## config.mk

```make
export PLATFORM = sky130hd
export DESIGN_NAME = data_table_result_collector
export DESIGN_NICKNAME = d
export VERILOG_FILES = /design/src/rtl/data_table_result_collector_pkg.sv /design/src/rtl/data_table_result_collector_ht_order_fifo.sv /design/src/rtl/data_table_result_collector.sv
export SDC_FILE = /design/constraint.sdc
export NUM_CORES = 1
export LEC_CHECK = 0
export BUFFER_PORTS_ARGS = -buffer_cell sky130_fd_sc_hd__buf_2
export CAP_MARGIN = 20
export CORE_MARGIN = 1
export CORE_UTILIZATION = 39
export DETAILED_ROUTE_END_ITERATION = 6
export PLACE_DENSITY = 0.77
export SLEW_MARGIN = 20
export SYNTH_ARGS = -nofsm -noshare
export SYNTH_HDL_FRONTEND = slang
export SYNTH_SLANG_ARGS = --single-unit
```

## constraint.sdc

```tcl
create_clock -name clk_i -period 2.69 [get_ports clk_i]
set_input_delay 0 -clock clk_i [delete_from_list [all_inputs] [get_ports clk_i]]
set_output_delay 0 -clock clk_i [all_outputs]
set_load 0.05 [all_outputs]
```

## src/rtl/data_table_result_collector_pkg.sv

```systemverilog
// Shared hash-table types: result payload returned by the data-table search engines.
package data_table_result_collector_pkg;

  localparam int unsigned ENGINES_CNT_DEF = 3;
  localparam int unsigned ORDER_DEPTH_DEF = 8;
  localparam int unsigned KEY_W           = 8;
  localparam int unsigned VAL_W           = 16;

  typedef struct packed {
    logic             found;
    logic [KEY_W-1:0] key_id;
    logic [VAL_W-1:0] value;
  } ht_result_t;

endpackage

```

## src/rtl/data_table_result_collector_ht_order_fifo.sv

```systemverilog
// Issue-order FIFO: remembers which engine each task went to; DEPTH must be a power of two.
module data_table_result_collector_ht_order_fifo #(
  parameter int unsigned DEPTH = 8,
  parameter int unsigned W     = 2
) (
  input  logic                    clk_i,
  input  logic                    rst_i,
  input  logic                    push,
  input  logic [W-1:0]            push_data,
  input  logic                    pop,
  output logic [W-1:0]            head,
  output logic [$clog2(DEPTH):0]  count
);

  localparam int unsigned PTR_W = $clog2(DEPTH);
  localparam int unsigned CNT_W = PTR_W + 1;

  logic [W-1:0]     mem [DEPTH];
  logic [PTR_W-1:0] wr_ptr;
  logic [PTR_W-1:0] rd_ptr;

  // Pointers wrap naturally at the power-of-two depth.
  always_ff @(posedge clk_i or posedge rst_i) begin
    if (rst_i) begin
      wr_ptr <= '0;
      rd_ptr <= '0;
      count  <= '0;
    end else begin
      if (push) wr_ptr <= wr_ptr + PTR_W'(1);
      if (pop)  rd_ptr <= rd_ptr + PTR_W'(1);
      case ({push, pop})
        2'b10:   count <= count + CNT_W'(1);
        2'b01:   count <= count - CNT_W'(1);
        default: count <= count;
      endcase
    end
  end

  always_ff @(posedge clk_i) begin
    if (push) mem[wr_ptr] <= push_data;
  end

  assign head = mem[rd_ptr];

endmodule

```

## src/rtl/data_table_result_collector.sv

```systemverilog
// Merges per-engine search results into one ht_result_t stream.
// HT_RES_IN_ORDER_EN: release results in issue order; otherwise round-robin among valid engines.
module data_table_result_collector
  import data_table_result_collector_pkg::*;
#(
  parameter  int unsigned ENGINES_CNT = ENGINES_CNT_DEF,
  parameter  int unsigned ORDER_DEPTH = ORDER_DEPTH_DEF,
  localparam int unsigned ENG_W       = $clog2(ENGINES_CNT)
) (
  input  logic                               clk_i,
  input  logic                               rst_i,
  input  logic                               issue_val_i,
  input  logic [ENG_W-1:0]                   issue_engine_i,
  output logic                               issue_ready_o,
  input  logic [ENGINES_CNT-1:0]             eng_res_valid_i,
  input  ht_result_t [ENGINES_CNT-1:0]       eng_res_i,
  output logic [ENGINES_CNT-1:0]             eng_res_ready_o,
  output ht_result_t                         res_o,
  output logic                               res_valid_o,
  input  logic                               res_ready_i,
  output logic                               err_overflow_o
);

  logic       ld;
  logic       xfer;
  ht_result_t sel_res;

  assign ld = !res_valid_o || res_ready_i;

  // Output register: load on transfer, drop valid once the held word is consumed.
  always_ff @(posedge clk_i or posedge rst_i) begin
    if (rst_i) begin
      res_o       <= '0;
      res_valid_o <= 1'b0;
    end else if (ld) begin
      res_valid_o <= xfer;
      if (xfer) res_o <= sel_res;
    end
  end

`ifdef HT_RES_IN_ORDER_EN
  localparam int unsigned CNT_W = $clog2(ORDER_DEPTH) + 1;

  logic [ENG_W-1:0] head_eng;
  logic [CNT_W-1:0] count;
  logic             fifo_empty;
  logic             push;

  assign fifo_empty    = (count == '0);
  assign issue_ready_o = (count != CNT_W'(ORDER_DEPTH));
  assign push          = issue_val_i && issue_ready_o;

  data_table_result_collector_ht_order_fifo #(
    .DEPTH (ORDER_DEPTH),
    .W     (ENG_W)
  ) u_order_fifo (
    .clk_i     (clk_i),
    .rst_i     (rst_i),
    .push      (push),
    .push_data (issue_engine_i),
    .pop       (xfer),
    .head      (head_eng),
    .count     (count)
  );

  always_ff @(posedge clk_i or posedge rst_i) begin
    if (rst_i)                             err_overflow_o <= 1'b0;
    else if (issue_val_i && !issue_ready_o) err_overflow_o <= 1'b1;
  end

  // Only the engine at the FIFO head may hand over a result.
  always_comb begin
    eng_res_ready_o = '0;
    xfer            = 1'b0;
    sel_res         = '0;
    for (int unsigned i = 0; i < ENGINES_CNT; i++) begin
      if (ld && !fifo_empty && head_eng == ENG_W'(i)) begin
        eng_res_ready_o[i] = 1'b1;
        xfer               = eng_res_valid_i[i];
        sel_res            = eng_res_i[i];
      end
    end
  end
`else
  logic             unused_issue;
  logic [ENG_W-1:0] last_grant;
  logic [ENG_W-1:0] grant_idx;
  logic [ENG_W-1:0] cand;
  logic             found;

  assign unused_issue   = ^{issue_val_i, issue_engine_i};
  assign issue_ready_o  = 1'b1;
  assign err_overflow_o = 1'b0;

  always_ff @(posedge clk_i or posedge rst_i) begin
    if (rst_i)     last_grant <= ENG_W'(ENGINES_CNT - 1);
    else if (xfer) last_grant <= grant_idx;
  end

  // Round-robin: first valid engine after the last one granted.
  always_comb begin
    eng_res_ready_o = '0;
    xfer            = 1'b0;
    sel_res         = '0;
    grant_idx       = last_grant;
    cand            = '0;
    found           = 1'b0;
    for (int unsigned k = 1; k <= ENGINES_CNT; k++) begin
      cand = ENG_W'((32'(last_grant) + k) % ENGINES_CNT);
      for (int unsigned i = 0; i < ENGINES_CNT; i++) begin
        if (!found && cand == ENG_W'(i) && eng_res_valid_i[i]) begin
          found     = 1'b1;
          grant_idx = cand;
        end
      end
    end
    for (int unsigned i = 0; i < ENGINES_CNT; i++) begin
      if (found && ld && grant_idx == ENG_W'(i)) begin
        eng_res_ready_o[i] = 1'b1;
        xfer               = 1'b1;
        sel_res            = eng_res_i[i];
      end
    end
  end
`endif

endmodule

```

Yosys cells after proc, flatten, opt, wreduce, memory -nomap -nowiden
Index checks and enable logic that the tools add are counted.

$add $sub $neg: 3. Div/mod/pow operators: 3. Equality and inequality tests: 8. Mux-type cells: 26. Reductions and logical operators: 36.

Operators with widths (number): modulo 32 x 2 -> 32 bit, second input constant (3); 2-to-1 mux 25 bit (3); logical AND 1 bit (21); 2-to-1 mux 2 bit (9); 2-to-1 mux 1 bit (14); logical NOT 1 bit (9); equality test 2 x 1 -> 1 bit, second input constant (4); equality test 2 bit, second input constant (4); logical NOT 2 bit (4); adder 2 x 2 -> 3 bit, second input constant (2); adder 2 x 1 -> 3 bit, second input constant (1); AND reduction 2 bit (1); logical OR 1 bit (1).

Bits in registers: 28. Bits of input ports: 84. Output and inout port bits: 31. Word-level logic and storage cells: 81.

Depth between registers and ports, before layout
Word-level depth: 43. Depth in mapped cells: 9. Gate-level depth less buffers: 7.

Worst setup path before layout
Ideal clock, no wire load.

Kind: flip-flop to output port. From: reg last_grant[0]. To: out eng_res_ready_o[1]. Arrival time: 3.025 ns. Data required time: 2.690 ns. Path slack: -0.335 ns. Cell stages (with the launch flop): 9. Buffers on the path: 1. Path through: dfrtp_1 > inv_1 > ha_1 > a222oi_1 > o221a_2 > a21boi_2 > clkbuf_1 > nor2_1 > nor2_1.

Word-level cells in the longest chain between the ends: 40.

Ends and longest elaborated chain: from (decl) (line data_table_result_collector.sv:86) `logic [ENG_W-1:0] last_grant;`; from (signal assigned) (line data_table_result_collector.sv:96) `if (rst_i) last_grant <= ENG_W'(ENGINES_CNT - 1);`; from (signal assigned) (line data_table_result_collector.sv:97) `else if (xfer) last_grant <= grant_idx;`; adder 2 x 1 -> 3 bit (line data_table_result_collector.sv:109) `cand = ENG_W'((32'(last_grant) + k) % ENGINES_CNT);`; modulo 32 x 2 -> 32 bit (line data_table_result_collector.sv:109); logical NOT 2 bit (line data_table_result_collector.sv:111) `if (!found && cand == ENG_W'(i) && eng_res_valid_i[i]) begin`; logical AND 1 bit (line data_table_result_collector.sv:111); 2-to-1 mux 1 bit (line data_table_result_collector.sv:111); logical NOT 1 bit (line data_table_result_collector.sv:111); logical AND 1 bit (2 in a row) (line data_table_result_collector.sv:111); 2-to-1 mux 1 bit (line data_table_result_collector.sv:111); (+21 left out); logical AND 1 bit (2 in a row) (line data_table_result_collector.sv:111); 2-to-1 mux 1 bit (line data_table_result_collector.sv:111); logical NOT 1 bit (line data_table_result_collector.sv:111); logical AND 1 bit (2 in a row) (line data_table_result_collector.sv:111); 2-to-1 mux 2 bit / 2-to-1 mux 1 bit (equally long branches) (line data_table_result_collector.sv:111); equality test 2 x 1 -> 1 bit / logical AND 1 bit (equally long branches) (line data_table_result_collector.sv:118) `if (found && ld && grant_idx == ENG_W'(i)) begin`; logical AND 1 bit * (line data_table_result_collector.sv:118); 2-to-1 mux 1 bit * (line data_table_result_collector.sv:118); to (decl) (line data_table_result_collector.sv:17) `output logic [ENGINES_CNT-1:0] eng_res_ready_o,`.

Every way passes the cells marked *; elsewhere a longest branch is shown, timed or not.

Worst setup path after layout
From: reg last_grant[1]. To: out eng_res_ready_o[2].

Word-level cells in the longest chain between the ends: 40.

Ends and longest elaborated chain (line): adder 2 x 1 -> 3 bit (data_table_result_collector.sv:109); modulo 32 x 2 -> 32 bit (data_table_result_collector.sv:109); logical NOT 2 bit (data_table_result_collector.sv:111); logical AND 1 bit (data_table_result_collector.sv:111); 2-to-1 mux 1 bit (data_table_result_collector.sv:111); logical NOT 1 bit (data_table_result_collector.sv:111); logical AND 1 bit (2 in a row) (data_table_result_collector.sv:111); 2-to-1 mux 1 bit (data_table_result_collector.sv:111); (+21 left out); logical AND 1 bit (2 in a row) (data_table_result_collector.sv:111); 2-to-1 mux 1 bit (data_table_result_collector.sv:111); logical NOT 1 bit (data_table_result_collector.sv:111); logical AND 1 bit (2 in a row) (data_table_result_collector.sv:111); 2-to-1 mux 2 bit / 2-to-1 mux 1 bit (equally long branches) (data_table_result_collector.sv:111); equality test 2 bit / logical AND 1 bit (equally long branches) (data_table_result_collector.sv:118); logical AND 1 bit * (data_table_result_collector.sv:118); 2-to-1 mux 1 bit * (data_table_result_collector.sv:118).

Marks and branches as above.

==> impl_metrics.yaml <==
floorplanning:
  die_height_um: 72.2
  dieWidth_um: 72.2
  core_um2: 4720
  start_util_pct: 40.7
  core.rowCount: 25
  die_area_um2: 5220
  io_pins: 115
critical_path:
  rr_startpoint: "last_grant[1]$_DFFE_PP1P_"
  critPathLaunchType: "flop"
  rr_endpoint: "res_o[13]$_DFFE_PP0P_"
  path_depth: 7
  end_kind: "output port"
  ff2ff_path_depth: 8
  ff2ff_setup_slack_ns: 0.13
  path_max_fanout: 6
  setup.worst_path.start: "last_grant[1]$_DFFE_PP1P_"
  crit_type: "flop to output port"
  endpoint: "eng_res_ready_o[2]"
  cp_top_family: "simple AND/OR/NAND/NOR gates"
  cpPeakStageDelay_ns: 0.58
  crit_buf_inv: 1
  critPathRequiredTime_ns: 2.69
  cp_slowest_cell: "dfstp_2"
  crit_chain: "ha_4 -> a222oi_1 -> and3b_2 -> and2_4 -> or3_4 -> nor2b_4 -> buf_8"
  arrival_ns: 2.61
yosys:
  yosys-mux-area-fraction_pct: 13.0
  yosysSeqAreaShare_pct: 36.5
  ys_warn_count: 0
  ys_seq_elements: 28
  syn-num-nets: 275
  synth_top_area_share_pct: 35.1
  synthAdderAreaFrac_pct: 2.60
  synth_top_family_by_area: "compound AO/OA/AOI/OAI gates"
  synthTopCellsByArea: "dfrtp_1 (35%), mux2i_1 (13%), o211ai_1 (9.8%)"
  synth_xor_area_share_pct: 0
  yosysTopAreaCell: "dfrtp_1"
  synth_cell_types: 33
  synth_compound_area_share_pct: 31.6
  synth-simple-area-share_pct: 4.49
  syn_inst: 187
  syn_avg_cell_area_um2: 10.3
  netlist_area_um2: 1920
detailed_routing:
  firstDrtPassIters: 5
  vias: 2005
  via_per_inst: 5.03
  drt_iter0_drc: 47
  post_drt_wl_per_cell_um: 14.2
  wl_um: 5680
  drtAntennaViolNets: 0
  drcViolationCount: 0
placed_design:
  gp_congestion: 0.802
  io_buffers: 109
  dp_hpwl_um: 3710
  dp_cells: 365
clock_network:
  cts.sinks: 28
  clk_pin_slew_worst_paths_ns: 0.09
  cts_tree: "yes"
  clock_path_buffers: 2
  h-tree-depth: 1
  cts_root_buffer: "clkbuf_8"
  worstSkewPairLatency_ns: 0.27
  cts_buffers: 3
sta:
  rsz0062_at_grt: "true"
  finClkSkew_ns: 0.00326
  fin_crit_ns: 2.61
  tightest_slew_ns: 0.582
  finalHoldViolations: 0
  setup_viol: 0
  slew_headroom_pct: 61.2
  fin_hold_ws_ns: 0.00182
  drv_slew: 0
  timing.final.crit_share_pct: 97.1
  fmax_mhz: 383
final_layout:
  drive_above_1_share_pct: 50.3
  fin_nets: 421
  instances_no_fill: 399
  fin_util_pct: 66.1
  syn2layout_area_growth_pct: 62.2
  antenna-diode-count: 0
global_route:
  grt_pass1_vias: 2053
  grt_use_met3_pct: 3.75
  grt.overflow.total: 0
  track_usage_pct: 20.9
  busiest_layer: "met2"
  use_met2_pct: 42.9
  grt_max_degree: 29
  gr-usage-met1_pct: 22.1
  antenna_found_initial: 0
  grt_pass1_wl_um: 8690
worst_hold_path:
  holdPathStages: 3
  hold_path_class: "primary input to flop"
outcome:
  status: "complete, no violations"
flow_run:
  cap_violations: 0
[synthesized netlist by cell type]
library cell and number:
o221a_2 1, o31ai_1 1, inv_1 31, dfstp_2 1, clkbuf_1 6, o211ai_1 25
and3b_1 1, a22o_1 1, a21oi_1 1, buf_6 1, nor2b_1 2, dfrtp_1 27
a21boi_2 1, ha_1 4, and2_1 1, a32o_1 1, buf_2 2, a221oi_1 1
or2_2 1, nand3_1 1, or3_1 1, buf_4 8, a31oi_1 2, o221ai_2 10
nand2b_1 1, mux2i_1 25, nand4b_1 1, a221oi_4 1, conb_1 2, nor2_1 7
a222oi_1 3, o21a_1 1, o221ai_1 15
[worst reg2reg max path: cells and delay by family, from the launching register on]
family,cells,cell delay (ns)
simple gates,2,0.38
fa+ha+maj,1,0.22
compound gates,3,0.82
flops,1,0.58
buf+inv,2,0.43
[metal layers]
layer  part of all wire [%]  up-vias  routed length, µm
li1                       -     1000                  -
met1                     39      930               2210
met2                     56       73               3170
met3                    5.0        2                284
met4                   0.25        0                 14
met5                      0        -                  0
[registers in the layout, summed over array words and instances (netlist names)]
signal	count
res_valid_o	1
last_grant	2
res_o	25
[kinds of logic after synthesis]
| kind of cell | count (synthesis) |
|---|---|
| muxes | 25 |
| and+or+nand+nor | 16 |
| buffers and inverters | 48 |
| DFF | 28 |
| AOI/OAI and AO/OA | 64 |
| adders and majority gates | 4 |
| other | 2 |
[worst min-delay path by stage]
stage	startpoint	end
after floorplan	rst_i	last_grant[0]$_DFFE_PP0P_
after global placement	eng_res_i[37]	res_o[12]$_DFFE_PP0P_
after detailed placement	eng_res_i[43]	res_o[18]$_DFFE_PP0P_
final	eng_res_i[26]	res_o[1]$_DFFE_PP0P_
after global routing	eng_res_i[26]	res_o[1]$_DFFE_PP0P_
after CTS	rst_i	res_o[13]$_DFFE_PP0P_
[cell type report]
type / count / area [µm²]
sequential: 28 / 702
clock buffer: 3 / 41.3
timing repair buffer: 158 / 1040
tap: 67 / 83.8
fill: 376 / 1600
clock inverter: 1 / 30.0
multi-input combinational: 111 / 1100
inverter: 31 / 116
[timing repair]
item	4_1_cts	5_1_grt
pin swaps	1	3
hold buffers	24	1
hold endpoints to repair	24	27
cloned	0	1
setup buffers	0	5
resized for setup	13	9
endpoints found under the setup margin	3	28
[placed cells by master (no fill, tap or decap), types with 10 or more instances in the layout]
master         instances
o211ai_1              25
dlygate4sd3_1         25
o221ai_2              10
buf_4                 20
o221ai_1              15
buf_2                106
inv_1                 29
mux2i_1               25
dfrtp_1               27
[per-stage QoR]
step,setup slack (ns),instance area (µm²),TNS (ns)
global placement,0.126,2640,0
finish,0.0790,3120,0
floorplan,-0.00284,1940,-0.0176
detailed placement,0.0800,2640,0
CTS,0.0552,3000,0
global route,-0.0411,3120,-0.184
Power is left out: the tool's default activity adds up to more than one toggle a clock period on the data nets, which glitch-free logic cannot reach.
